--- src/rtl/matrixa_job_arbiter.sv ---
`timescale 1ns/1ps
// Round-robin owner arbitration for one shared HLS matrixa core (ap_ctrl_hs).
// Grants one requester at a time, drives ap_start and returns ap_done as a done pulse.
module matrixa_job_arbiter #(
   parameter int NREQ    = 4,
   parameter int DW      = 64,
   parameter int CW      = 16,
   parameter int TIMEOUT = 4096
) (
   input  logic                 clock,
   input  logic                 reset,
   input  logic [NREQ-1:0]      req,
   input  logic [NREQ*DW-1:0]   req_desc,
   output logic [NREQ-1:0]      grant,
   output logic [NREQ-1:0]      done,
   output logic                 core_ap_start,
   input  logic                 core_ap_ready,
   input  logic                 core_ap_done,
   output logic [DW-1:0]        core_desc,
   output logic                 busy,
   output logic [CW-1:0]        last_latency,
   output logic                 timeout_err
);

   localparam int PW = (NREQ > 1) ? $clog2(NREQ) : 1;
   localparam logic [CW-1:0] LAT_MAX = '1;
   localparam logic [CW-1:0] TO_LAST = CW'(TIMEOUT - 1);

   typedef enum logic [1:0] {
      IDLE,
      START,
      RUN,
      DONE
   } state_t;

   state_t          state;
   state_t          state_nxt;
   logic [PW-1:0]   rr_ptr;
   logic [PW-1:0]   owner;
   logic [PW-1:0]   pick_idx;
   logic            pick_valid;
   logic [CW-1:0]   lat_cnt;
   logic [CW-1:0]   run_cnt;

   function automatic logic [CW-1:0] sat_inc(input logic [CW-1:0] v);
      return (v == LAT_MAX) ? v : v + 1'b1;
   endfunction

   // Scan from the highest offset down so the lowest offset from rr_ptr wins.
   always_comb begin : arb
      logic [PW:0] slot;
      // NOTE: every variable written here gets a default first, otherwise a latch is inferred.
      pick_valid = 1'b0;
      pick_idx   = '0;
      slot       = '0;
      for (int i = NREQ - 1; i >= 0; i--) begin
         slot = {1'b0, rr_ptr} + (PW+1)'(i);
         if (slot >= (PW+1)'(NREQ)) begin
            slot = slot - (PW+1)'(NREQ);
         end
         if (req[slot[PW-1:0]]) begin
            pick_valid = 1'b1;
            pick_idx   = slot[PW-1:0];
         end
      end
   end

   always_comb begin : next_state
      state_nxt = state;
      unique case (state)
         IDLE:    if (pick_valid) state_nxt = START;
         START:   if (core_ap_ready) state_nxt = core_ap_done ? DONE : RUN;
         RUN:     if (core_ap_done) state_nxt = DONE;
         DONE:    state_nxt = IDLE;
         default: state_nxt = IDLE;
      endcase
   end

   always_comb begin : outputs
      core_ap_start = (state == START);
      busy          = (state != IDLE);
      done          = (state == DONE) ? grant : '0;
   end

   // NOTE: clocked state uses non-blocking assignments so every register sees pre-edge values.
   always_ff @(posedge clock) begin
      if (reset) begin
         state        <= IDLE;
         grant        <= '0;
         owner        <= '0;
         rr_ptr       <= '0;
         core_desc    <= '0;
         lat_cnt      <= '0;
         run_cnt      <= '0;
         last_latency <= '0;
         timeout_err  <= 1'b0;
      end else begin
         state <= state_nxt;
         unique case (state)
            IDLE: begin
               if (pick_valid) begin
                  grant     <= NREQ'(1) << pick_idx;
                  owner     <= pick_idx;
                  core_desc <= req_desc[pick_idx*DW +: DW];
                  lat_cnt   <= CW'(1);
               end
            end
            START: begin
               lat_cnt <= sat_inc(lat_cnt);
               run_cnt <= '0;
            end
            RUN: begin
               lat_cnt <= sat_inc(lat_cnt);
               // run_cnt holds the number of earlier RUN cycles; the flag lands after cycle TIMEOUT.
               if (run_cnt == TO_LAST) begin
                  timeout_err <= 1'b1;
               end else begin
                  run_cnt <= run_cnt + 1'b1;
               end
            end
            DONE: begin
               lat_cnt      <= sat_inc(lat_cnt);
               last_latency <= sat_inc(lat_cnt);
               grant        <= '0;
               rr_ptr       <= (owner == PW'(NREQ - 1)) ? '0 : owner + 1'b1;
            end
            default: ;
         endcase
      end
   end

   a_grant_onehot: assert property (@(posedge clock) disable iff (reset) $onehot0(grant));
   a_grant_busy:   assert property (@(posedge clock) disable iff (reset) (grant != '0) == busy);
   a_done_subset:  assert property (@(posedge clock) disable iff (reset) (done & ~grant) == '0);

endmodule

--- config.mk ---
export PLATFORM = sky130hd
export DESIGN_NAME = matrixa_job_arbiter
export DESIGN_NICKNAME = d
export VERILOG_FILES = /design/src/rtl/matrixa_job_arbiter.sv
export SDC_FILE = /design/constraint.sdc
export NUM_CORES = 1
export LEC_CHECK = 0
export BUFFER_PORTS_ARGS = -buffer_cell sky130_fd_sc_hd__buf_2
export CAP_MARGIN = 15
export CORE_AREA = 8 8 137 139
export CTS_CLUSTER_SIZE = 10
export DETAILED_ROUTE_END_ITERATION = 10
export DIE_AREA = 0 0 145 147
export GPL_TIMING_DRIVEN = 1
export PLACE_DENSITY_LB_ADDON = 0.08
export SLEW_MARGIN = 30
export SYNTH_ARGS = -nofsm -noshare
export SYNTH_HDL_FRONTEND = slang
export SYNTH_SLANG_ARGS = --single-unit
--- constraint.sdc ---
create_clock -name clock -period 2.25 [get_ports clock]
set_input_delay 0.5625 -clock clock [delete_from_list [all_inputs] [get_ports clock]]
set_output_delay 0.5625 -clock clock [all_outputs]
set_load 0.01 [all_outputs]
==> results of run 1 <==
## layer usage
layer  routed length, um  vias up  share of wire  global-route usage
met5                   0        -              0                   0
met4                 420        0          0.015              0.0805
met3                1850       30          0.067              0.0781
met2               13900      226           0.50               0.434
met1               11500     3582           0.41               0.288
li1                    -     3780              -                   -
## placed cells by master, fill, tap and decap left out, types with 6 or more instances in the layout
cell type  instances
a211oi_1          73
a21oi_1           26
a221oi_1          64
a31oi_1            7
and2_1            70
buf_12            10
buf_2            354
buf_4             42
clkbuf_16         17
dfxtp_1          123
ha_1               7
inv_1             13
mux2i_1           71
nand2_1           26
nand2b_1          16
nand3_1           13
nor2_1            45
o21ai_0           13
o21bai_1          65
or3_1              6
xnor2_1           12
xor2_1             7
## stage by stage
| step | hold WS, ns | utilization | setup WS, ns |
|---|---|---|---|
| global route | 0.491 | 0.601 | 0.0172 |
| global placement | 0.454 | 0.565 | 0.0228 |
| CTS | 0.467 | 0.599 | 0.0401 |
| detailed placement | 0.460 | 0.565 | -0.00572 |
| floorplan | 0.440 | - | 0.251 |
| finish | 0.466 | 0.601 | 0.114 |
## final timing paths
kind                            startpoint    endpoint  slack [ns]  cells after the start
worst max-delay path              state[0]        busy        0.11                      5
worst min-delay path              grant[0]    grant[0]        0.47                      2
worst max register to register    state[0]  run_cnt[9]        0.26                      7
worst min register to register    grant[0]    grant[0]        0.47                      2
## worst max-delay path, cell delays in order (launching register included)
cell	delay, ns
dfxtp_1	0.33
inv_1	0.17
ha_4	0.20
clkinv_1	0.12
buf_4	0.19
buf_2	0.14
## flip-flops by register name (all words and copies together), names as in the netlist
| register | flops |
|---|---|
| owner | 2 |
| last_latency | 16 |
| lat_cnt | 16 |
| core_desc | 64 |
| timeout_err | 1 |
| state | 2 |
| grant | 4 |
| run_cnt | 16 |
| rr_ptr | 2 |
## layout make-up
type,count,share of cell area
Clock buffer,23,0.0475
Clock inverter,8,0.00920
Timing Repair Buffer,406,0.227
Inverter,14,0.00522
Multi-Input combinational cell,602,0.437
Tap cell,225,0.0280
Sequential cell,123,0.245
Antenna cell,5,0.00124
## where the power goes
| part | switching (W) | leakage [nW] | internal, W |
|---|---|---|---|
| sequential | 0.000338 | 1.01 | 0.00278 |
| clock | 0.000977 | 0.283 | 0.00170 |
| combinational | 0.00217 | 3.35 | 0.00154 |
## cells by family after synthesis
kind of cell,Yosys count,share of synthesized area
flops,123,0.338
compound gates,288,0.301
buf+inv,89,0.0657
simple gates,216,0.162
mux,71,0.0975
xor+xnor,19,0.0228
fa+ha+maj,8,0.0137
==> impl_metrics.prom, run 1 <==
# TYPE chip_impl_metric gauge
chip_impl_info{name="run_status",value="finished clean"} 1
chip_impl_metric{name="worst_clock_skew",unit="ns"} 0.0104
chip_impl_metric{name="grt.overflow.total",unit=""} 0
chip_impl_metric{name="placement_rows",unit=""} 48
chip_impl_metric{name="cts.sinks",unit=""} 123
chip_impl_info{name="tritoncts",value="yes"} 1
chip_impl_metric{name="layout_cells_sized_above_1",unit=""} 0.389
chip_impl_metric{name="fillCellCount",unit=""} 1519
chip_impl_metric{name="chipWidth",unit="um"} 145
chip_impl_metric{name="synth-seq-area-share",unit=""} 0.338
chip_impl_metric{name="ff_latch_area",unit="um2"} 2460
chip_impl_info{name="startpoint_type",value="flip-flop"} 1
chip_impl_metric{name="detailedRoute.firstPassIterationCount",unit=""} 5
chip_impl_metric{name="cts-htree-levels",unit=""} 4
chip_impl_metric{name="area_growth_syn_to_layout",unit="%"} 38.0
chip_impl_info{name="synth_top_flop_cell",value="dfxtp_1"} 1
chip_impl_metric{name="finalPower",unit="W"} 0.00951
chip_impl_metric{name="pwr_cell_area",unit="nW/um2"} 945
chip_impl_metric{name="fmaxAchievable",unit="MHz"} 468
chip_impl_metric{name="die_area",unit="um2"} 21300
chip_impl_metric{name="route.detailed.vias_per_inst",unit=""} 5.42
chip_impl_info{name="synth_top_cell_by_area",value="dfxtp_1"} 1
chip_impl_metric{name="syn_inst",unit=""} 814
chip_impl_metric{name="drt_iter0_markers",unit=""} 404
chip_impl_metric{name="fp.dieH",unit="um"} 147
chip_impl_metric{name="vdd.ir_drop.worst",unit="mV"} 0.598
chip_impl_metric{name="yosysWarnings",unit=""} 0
chip_impl_info{name="min_path_type",value="reg -> reg"} 1
chip_impl_metric{name="synth_cell_type_count",unit=""} 63
chip_impl_metric{name="cts.path.max_buffers",unit=""} 2
chip_impl_metric{name="io_pins",unit=""} 355
chip_impl_metric{name="tightest_slew",unit="ns"} 0.600
chip_impl_metric{name="io_buffers",unit=""} 354
chip_impl_metric{name="detailedPlacementHpwl",unit="mm"} 21.6
chip_impl_metric{name="number_of_synthesized_flops_with_an_enable_pin",unit=""} 0
chip_impl_metric{name="finish.net_count",unit=""} 1436
chip_impl_metric{name="cts_made_buffers",unit=""} 17
chip_impl_metric{name="worst-path-max-fanout",unit=""} 8
chip_impl_metric{name="synth-async-reset-ratio",unit=""} 0
chip_impl_metric{name="worst_skew_pair.late_latency",unit="ns"} 0.41
chip_impl_metric{name="timing.final.hold_violations",unit=""} 0
chip_impl_metric{name="final.period_utilization",unit=""} 0.949
chip_impl_info{name="timing_worst_setup_path_type",value="reg -> out"} 1
chip_impl_metric{name="synth_top_area_share",unit=""} 0.338
chip_impl_metric{name="drt-total-wl",unit="mm"} 27.6
chip_impl_metric{name="timing.final.max_slew_violations",unit=""} 0
chip_impl_metric{name="initial_utilization",unit=""} 0.435
chip_impl_info{name="setup_repair_after_global_routing_missed_its_margin",value="no"} 1
chip_impl_metric{name="required",unit="ns"} 1.69
chip_impl_metric{name="setup_total_negative_slack",unit="ns"} 0
chip_impl_metric{name="cts_repair_resize_count",unit=""} 1
chip_impl_metric{name="netlist_area",unit="um2"} 7290
chip_impl_metric{name="gp_congestion",unit=""} 0.835
chip_impl_info{name="endpoint_kind",value="primary output"} 1
chip_impl_metric{name="multiInputGateArea",unit="um2"} 4400
chip_impl_metric{name="remaining_drc_errors",unit=""} 0
chip_impl_metric{name="detailed_route_via_count",unit=""} 7618
chip_impl_metric{name="clk_pin_slew_worst_paths",unit="ns"} 0.05
chip_impl_metric{name="grt_max_degree",unit=""} 66
chip_impl_metric{name="count_of_state_elements_after_synthesis",unit=""} 123
chip_impl_info{name="clock-root-buffer",value="clkbuf_16"} 1
chip_impl_metric{name="post_cts_setup_inserts",unit=""} 0
chip_impl_metric{name="grt.total_usage",unit=""} 0.251
chip_impl_metric{name="final_cells",unit=""} 1406
chip_impl_metric{name="wire_length_of_the_first_global_routing_pass",unit="mm"} 42.9
chip_impl_metric{name="fin_crit",unit="ns"} 2.14
chip_impl_info{name="synth.area.top_cells",value="dfxtp_1, mux2i_1, a221oi_1, a211oi_1, o21bai_1"} 1
chip_impl_metric{name="grt_antenna_before_repair",unit=""} 5
chip_impl_metric{name="setup_viol",unit=""} 0
chip_impl_metric{name="core_region_area",unit="um2"} 16800
chip_impl_metric{name="cellLeakagePower",unit="nW"} 4.64
chip_impl_metric{name="cts_hold_buf",unit=""} 0
chip_impl_metric{name="design_area",unit="um2"} 10100
chip_impl_info{name="post-synth-top-count-cell",value="dfxtp_1"} 1
chip_impl_metric{name="timing.slew.headroom",unit=""} 0.599
chip_impl_metric{name="number_of_max_capacitance_violations_reported",unit=""} 0
chip_impl_metric{name="final_antenna_net_count",unit=""} 0
chip_impl_metric{name="dp_cells",unit=""} 1370
chip_impl_metric{name="synthesis.area_per_instance",unit="um2"} 8.96
chip_impl_metric{name="number_of_global_route_vias_before_repair",unit=""} 7834
chip_impl_metric{name="placed_cell_area",unit="um2"} 9470
chip_impl_info{name="synthTopCellsByCount",value="dfxtp_1, a211oi_1, and2_1, mux2i_1, o21bai_1"} 1
chip_impl_metric{name="critPathArrivalTime",unit="ns"} 1.57
chip_impl_metric{name="postSynthNetCount",unit=""} 1086
chip_impl_metric{name="wire_per_inst",unit="um"} 19.7
Note: power is estimated with default switching activity, not from simulation.
==> inputs of run 2 (changes only) <==
--- a/config.mk
+++ b/config.mk
@@ -7,10 +7,10 @@
 export LEC_CHECK = 0
 export BUFFER_PORTS_ARGS = -buffer_cell sky130_fd_sc_hd__buf_2
 export CAP_MARGIN = 15
-export CORE_AREA = 8 8 137 139
+export CORE_AREA = 2 2 139 141
 export CTS_CLUSTER_SIZE = 10
 export DETAILED_ROUTE_END_ITERATION = 10
-export DIE_AREA = 0 0 145 147
+export DIE_AREA = 0 0 141 143
 export GPL_TIMING_DRIVEN = 1
 export PLACE_DENSITY_LB_ADDON = 0.08
 export SLEW_MARGIN = 30
==> constraint.sdc (replaced) <==
create_clock -name clock -period 2.25 [get_ports clock]
set_input_delay 0.3375 -clock clock [delete_from_list [all_inputs] [get_ports clock]]
set_output_delay 0.3375 -clock clock [all_outputs]
set_load 0.01 [all_outputs]
==> run 2 against run 1 <==
  * Register-to-register slack got worse by 0.06 ns
  * Non-clock buffer count decreased by 15
  * Highest routed layer is now met5
  * Routed wire length decreased by 6.5%
  * Critical endpoint is now core_desc[55]
  * Fmax increased by 4.4%
==> impl_metrics.prom, run 2 (same netlist as run 1, synthesis figures left out) <==
# TYPE chip_impl_metric gauge
chip_impl_info{name="run_status",value="finished clean"} 1
chip_impl_metric{name="required",unit="ns"} 2.52
chip_impl_metric{name="timing.final.max_slew_violations",unit=""} 0
chip_impl_metric{name="post_cts_setup_inserts",unit=""} 0
chip_impl_metric{name="detailedPlacementHpwl",unit="mm"} 18.9
chip_impl_metric{name="worst-path-max-fanout",unit=""} 20
chip_impl_info{name="critical-path-slowest-cell",value="a221oi_1"} 1
chip_impl_metric{name="tightest_slew",unit="ns"} 0.602
chip_impl_metric{name="layout_cells_sized_above_1",unit=""} 0.382
chip_impl_metric{name="critPathMaxStageDelay",unit="ns"} 0.42
chip_impl_metric{name="grt_antenna_before_repair",unit=""} 5
chip_impl_info{name="critical_path.reg2reg.endpoint",value="core_desc[55]"} 1
chip_impl_metric{name="remaining_drc_errors",unit=""} 0
chip_impl_metric{name="timing.final.ws_setup",unit="ns"} 0.204
chip_impl_metric{name="area_growth_syn_to_layout",unit="%"} 37.2
chip_impl_metric{name="final.hold.worst_slack",unit="ns"} 0.259
chip_impl_metric{name="finalPower",unit="W"} 0.00961
chip_impl_metric{name="worst_reg2reg_path_depth",unit=""} 6
chip_impl_metric{name="fp.dieH",unit="um"} 143
chip_impl_metric{name="number_of_global_route_vias_before_repair",unit=""} 7344
chip_impl_info{name="largest-register",value="core_desc"} 1
chip_impl_metric{name="initial_utilization",unit=""} 0.392
chip_impl_metric{name="grt_max_degree",unit=""} 66
chip_impl_metric{name="critPathArrivalTime",unit="ns"} 2.32
chip_impl_metric{name="largest_reg_flops",unit=""} 64
chip_impl_metric{name="pwr_cell_area",unit="nW/um2"} 961
chip_impl_metric{name="detailedRoute.firstPassIterationCount",unit=""} 5
chip_impl_metric{name="worst_skew_pair.late_latency",unit="ns"} 0.41
chip_impl_metric{name="grt.overflow.total",unit=""} 0
chip_impl_metric{name="wire_length_of_the_first_global_routing_pass",unit="mm"} 40.0
chip_impl_metric{name="die_area",unit="um2"} 20200
chip_impl_metric{name="cts.path.max_buffers",unit=""} 2
chip_impl_info{name="tritoncts",value="yes"} 1
chip_impl_metric{name="timing.slew.headroom",unit=""} 0.594
chip_impl_metric{name="clk_pin_slew_worst_paths",unit="ns"} 0.06
chip_impl_metric{name="gp_congestion",unit=""} 0.818
chip_impl_info{name="timing_worst_setup_path_type",value="reg -> reg"} 1
chip_impl_metric{name="fin_crit",unit="ns"} 2.05
chip_impl_metric{name="core_region_area",unit="um2"} 18600
chip_impl_metric{name="drt_iter0_markers",unit=""} 350
chip_impl_metric{name="setup_viol",unit=""} 0
chip_impl_info{name="timing.critical_path.from",value="rr_ptr[1]"} 1
chip_impl_metric{name="worst_clock_skew",unit="ns"} 0.00787
chip_impl_info{name="clock-root-buffer",value="clkbuf_16"} 1
chip_impl_metric{name="grt.total_usage",unit=""} 0.253
chip_impl_metric{name="drt-total-wl",unit="mm"} 25.8
chip_impl_metric{name="placement_rows",unit=""} 50
chip_impl_metric{name="ff_latch_area",unit="um2"} 2460
chip_impl_info{name="critical_path.reg2reg.startpoint",value="rr_ptr[1]"} 1
chip_impl_info{name="setup_repair_after_global_routing_missed_its_margin",value="no"} 1
chip_impl_info{name="layout_commonest_cell",value="buf_2"} 1
chip_impl_metric{name="fmaxAchievable",unit="MHz"} 489
chip_impl_info{name="min_path_type",value="in -> reg"} 1
chip_impl_info{name="startpoint_type",value="flip-flop"} 1
chip_impl_metric{name="cts_repair_resize_count",unit=""} 0
chip_impl_metric{name="chipWidth",unit="um"} 141
chip_impl_metric{name="cts_hold_buf",unit=""} 0
chip_impl_metric{name="number_of_max_capacitance_violations_reported",unit=""} 0
chip_impl_info{name="mostFrequentLayoutCells",value="buf_2, dfxtp_1, a211oi_1"} 1
chip_impl_metric{name="io_pins",unit=""} 355
chip_impl_info{name="critical_path.cell_chain",value="mux2i_1 -> or2_2 -> and2_2 -> buf_4 -> a221oi_1 -> a211oi_1"} 1
chip_impl_metric{name="vdd.ir_drop.worst",unit="mV"} 0.630
chip_impl_metric{name="setup_total_negative_slack",unit="ns"} 0
chip_impl_metric{name="route.detailed.vias_per_inst",unit=""} 5.39
chip_impl_metric{name="detailedPlace.worstSlack",unit="ns"} 0.149
chip_impl_metric{name="detailed_route_via_count",unit=""} 7546
chip_impl_metric{name="final_antenna_net_count",unit=""} 0
chip_impl_metric{name="io_buffers",unit=""} 354
chip_impl_info{name="crit_end",value="core_desc[55]"} 1
chip_impl_metric{name="timing.final.hold_violations",unit=""} 0
chip_impl_metric{name="cts.sinks",unit=""} 123
chip_impl_metric{name="min_delay_path_depth",unit=""} 3
chip_impl_metric{name="wire_per_inst",unit="um"} 18.5
chip_impl_metric{name="cts-htree-levels",unit=""} 4
chip_impl_metric{name="multiInputGateArea",unit="um2"} 4380
chip_impl_metric{name="finish.net_count",unit=""} 1421
chip_impl_metric{name="fillCellCount",unit=""} 1801
chip_impl_metric{name="cts_made_buffers",unit=""} 17
chip_impl_metric{name="cellLeakagePower",unit="nW"} 4.58
chip_impl_metric{name="final.period_utilization",unit=""} 0.909
chip_impl_metric{name="r2r_setup_slack",unit="ns"} 0.20
chip_impl_info{name="endpoint_kind",value="flip-flop"} 1
==> run 2: cell count changes in the layout (fill, tap and decap cells not counted) <==
| cell | change |
|---|---|
| clkinvlp_4 | +3 |
| ha_4 | -1 |
| diode_2 | -1 |
| buf_4 | -15 |
| clkbuf_8 | -1 |
| bufinv_16 | +2 |
| clkinv_2 | -1 |
| clkbuf_1 | -2 |
| ha_1 | +1 |
==> run 2: worst min path at each step <==
stage	start	to	slack [ns]
2_1_floorplan	owner[1]	owner[1]	0.44
3_3_place_gp	grant[0]	grant[0]	0.46
3_5_place_dp	owner[1]	owner[1]	0.46
4_1_cts	req_desc[80]	core_desc[16]	0.24
5_1_grt	req_desc[83]	core_desc[19]	0.26
6_report	req_desc[80]	core_desc[16]	0.26
==> run 2: layout make-up <==
class,instances,area share
multi-input combinational,602,0.438
sequential,123,0.246
timing repair buffer,391,0.217
clock buffer,20,0.0457
tap,234,0.0293
clock inverter,12,0.0170
inverter,14,0.00525
antenna,4,0.00100
==> run 2: per-stage QoR <==
stage / utilization / instances / instance area (um2)
final: 0.538 / 1400 / 10000
after global placement: 0.504 / 1364 / 9370
after CTS: 0.538 / 1396 / 9990
after floorplan: - / 814 / 7290
after global routing: 0.538 / 1400 / 10000
after detailed placement: 0.504 / 1364 / 9370
==> run 2: where the power goes <==
part	switching (W)	leakage (nW)	internal [W]
Sequential	0.000324	1.01	0.00278
Combinational	0.00211	3.28	0.00147
Clock	0.00103	0.298	0.00190
Total	0.00347	4.58	0.00615
==> run 2: routing by layer <==
metal | vias to the layer above | routed length (um) | track usage | part of all wire
li1 | 3746 | - | - | -
met1 | 3544 | 11100 | 0.316 | 0.43
met2 | 228 | 12900 | 0.425 | 0.50
met3 | 26 | 1480 | 0.0741 | 0.057
met4 | 2 | 385 | 0.0737 | 0.015
met5 | - | 13 | 0 | 0.00050
==> run 2: critical path: cells and delay by family (launching register included) <==
kind / cells / cell delay (ns)
multiplexers: 1 / 0.09
flip-flops: 1 / 0.39
buffers and inverters: 1 / 0.24
AND/OR/NAND/NOR: 2 / 0.66
AO/OA/AOI/OAI: 2 / 0.51
==> inputs of run 3 (changes only) <==
--- a/config.mk
+++ b/config.mk
@@ -8,6 +8,7 @@
 export BUFFER_PORTS_ARGS = -buffer_cell sky130_fd_sc_hd__buf_2
 export CAP_MARGIN = 15
 export CORE_AREA = 2 2 139 141
+export CTS_BUF_LIST = sky130_fd_sc_hd__clkbuf_8 sky130_fd_sc_hd__clkbuf_16
 export CTS_CLUSTER_SIZE = 10
 export DETAILED_ROUTE_END_ITERATION = 10
 export DIE_AREA = 0 0 141 143
==> run 3 against run 2 <==
  * Clock skew is the same
  * Sequential power barely moved
  * Count of clock-buffer cells in the layout decreased by 1
  * Cell count unchanged
  * Flip-flop and latch count did not move
  * Register-to-register slack hardly changed
  * Critical endpoint unchanged
==> impl_metrics.prom, run 3 (same netlist as run 1, synthesis figures left out) <==
# TYPE chip_impl_metric gauge
chip_impl_metric{name="cts_hold_buf",unit=""} 0
chip_impl_metric{name="io_buffers",unit=""} 354
chip_impl_metric{name="post_cts_setup_inserts",unit=""} 0
chip_impl_metric{name="number_of_global_route_vias_before_repair",unit=""} 7344
chip_impl_metric{name="setup_total_negative_slack",unit="ns"} 0
chip_impl_metric{name="cellLeakagePower",unit="nW"} 4.59
chip_impl_metric{name="cts-htree-levels",unit=""} 4
chip_impl_metric{name="timing.final.ws_setup",unit="ns"} 0.204
chip_impl_metric{name="cts.path.max_buffers",unit=""} 2
chip_impl_metric{name="route.detailed.vias_per_inst",unit=""} 5.39
chip_impl_metric{name="wire_length_of_the_first_global_routing_pass",unit="mm"} 40.0
chip_impl_info{name="clock-root-buffer",value="clkbuf_16"} 1
chip_impl_metric{name="placement_rows",unit=""} 50
chip_impl_metric{name="tightest_slew",unit="ns"} 0.602
chip_impl_metric{name="detailedPlacementHpwl",unit="mm"} 18.9
chip_impl_metric{name="grt_antenna_before_repair",unit=""} 5
chip_impl_info{name="run_status",value="finished clean"} 1
chip_impl_info{name="min_path_type",value="in -> reg"} 1
chip_impl_metric{name="final_cells",unit=""} 1400
chip_impl_info{name="timing_worst_setup_path_type",value="reg -> reg"} 1
chip_impl_metric{name="final.hold.worst_slack",unit="ns"} 0.259
chip_impl_metric{name="required",unit="ns"} 2.52
chip_impl_info{name="setup_repair_after_global_routing_missed_its_margin",value="no"} 1
chip_impl_metric{name="vdd.ir_drop.worst",unit="mV"} 0.630
chip_impl_metric{name="layout_cells_sized_above_1",unit=""} 0.382
chip_impl_metric{name="remaining_drc_errors",unit=""} 0
chip_impl_info{name="tritoncts",value="yes"} 1
chip_impl_metric{name="cts.sinks",unit=""} 123
chip_impl_metric{name="pwr_cell_area",unit="nW/um2"} 961
chip_impl_info{name="layout_commonest_cell",value="buf_2"} 1
chip_impl_metric{name="fmaxAchievable",unit="MHz"} 489
chip_impl_metric{name="detailed_route_via_count",unit=""} 7547
chip_impl_info{name="endpoint_kind",value="flip-flop"} 1
chip_impl_metric{name="grt_max_degree",unit=""} 66
chip_impl_metric{name="chipWidth",unit="um"} 141
chip_impl_metric{name="timing.final.hold_violations",unit=""} 0
chip_impl_metric{name="fin_crit",unit="ns"} 2.05
chip_impl_metric{name="setup_viol",unit=""} 0
chip_impl_metric{name="design_area",unit="um2"} 10000
chip_impl_metric{name="cts_repair_resize_count",unit=""} 0
chip_impl_metric{name="die_area",unit="um2"} 20200
chip_impl_metric{name="finish.net_count",unit=""} 1421
chip_impl_metric{name="final.period_utilization",unit=""} 0.909
chip_impl_metric{name="number_of_max_capacitance_violations_reported",unit=""} 0
chip_impl_metric{name="timing.slew.headroom",unit=""} 0.594
chip_impl_metric{name="io_pins",unit=""} 355
chip_impl_metric{name="initial_utilization",unit=""} 0.392
chip_impl_metric{name="timing.final.max_slew_violations",unit=""} 0
chip_impl_metric{name="detailedRoute.firstPassIterationCount",unit=""} 5
chip_impl_metric{name="drt-total-wl",unit="mm"} 25.8
chip_impl_metric{name="fp.dieH",unit="um"} 143
chip_impl_metric{name="critPathArrivalTime",unit="ns"} 2.32
chip_impl_metric{name="largest_reg_flops",unit=""} 64
chip_impl_metric{name="grt.total_usage",unit=""} 0.253
chip_impl_metric{name="worst-path-max-fanout",unit=""} 20
chip_impl_metric{name="wire_per_inst",unit="um"} 18.5
chip_impl_metric{name="worst_clock_skew",unit="ns"} 0.00787
chip_impl_metric{name="gp_congestion",unit=""} 0.818
chip_impl_metric{name="area_growth_syn_to_layout",unit="%"} 37.2
chip_impl_metric{name="dp_cells",unit=""} 1364
chip_impl_metric{name="detailedPlace.worstSlack",unit="ns"} 0.149
chip_impl_info{name="mostFrequentLayoutCells",value="buf_2, dfxtp_1, a211oi_1"} 1
chip_impl_info{name="largest-register",value="core_desc"} 1
chip_impl_metric{name="clk_pin_slew_worst_paths",unit="ns"} 0.06
chip_impl_metric{name="core_region_area",unit="um2"} 18600
chip_impl_metric{name="placed_cell_area",unit="um2"} 9370
chip_impl_metric{name="fillCellCount",unit=""} 1801
chip_impl_metric{name="final_antenna_net_count",unit=""} 0
chip_impl_metric{name="grt.overflow.total",unit=""} 0
chip_impl_metric{name="drt_iter0_markers",unit=""} 350
chip_impl_metric{name="cts_made_buffers",unit=""} 17
chip_impl_info{name="startpoint_type",value="flip-flop"} 1
chip_impl_metric{name="worst_skew_pair.late_latency",unit="ns"} 0.41
## run 3: final cells by class
| cell class | instances | area (um2) | share of cell area |
|---|---|---|---|
| repair buffers | 391 | 2170 | 0.217 |
| multi-input cells | 602 | 4380 | 0.438 |
| clock inverters | 13 | 174 | 0.0174 |
| inverters | 14 | 52.6 | 0.00525 |
| flip-flops and latches | 123 | 2460 | 0.246 |
| well taps | 234 | 293 | 0.0293 |
| diodes | 4 | 10.0 | 0.00100 |
| clock buffers | 19 | 453 | 0.0453 |
## run 3: through the flow
| step | power [W] | utilization |
|---|---|---|
| after floorplan | 0.00515 | - |
| after global placement | 0.00674 | 0.504 |
| after detailed placement | 0.00675 | 0.504 |
| after CTS | 0.00971 | 0.538 |
| after global routing | 0.0102 | 0.538 |
| final | 0.00961 | 0.538 |
## run 3: report_power, final
part	total (W)	internal [W]	switching (W)
clock	0.00293	0.00190	0.00103
combinational	0.00358	0.00147	0.00211
sequential	0.00310	0.00278	0.000324
## run 3: final timing paths
kind | startpoint | to | slack (ns) | cells after the start
worst max-delay path | rr_ptr[1] | core_desc[55] | 0.20 | 6
worst min-delay path | req_desc[80] | core_desc[16] | 0.26 | 3
worst max register to register | rr_ptr[1] | core_desc[55] | 0.20 | 6
worst min register to register | grant[0] | grant[0] | 0.47 | 2
## run 3: routing by layer
metal,share of wire,track usage,vias up
met5,0.00050,0,-
met4,0.015,0.0737,2
met3,0.057,0.0741,26
met2,0.50,0.425,228
met1,0.43,0.316,3545
li1,-,-,3746
## run 3: worst max-delay path: stages, from the launching register on
cell and delay, ns:
dfxtp_1 0.39, mux2i_1 0.09, or2_2 0.31, and2_2 0.35
buf_4 0.24, a221oi_1 0.42, a211oi_1 0.09
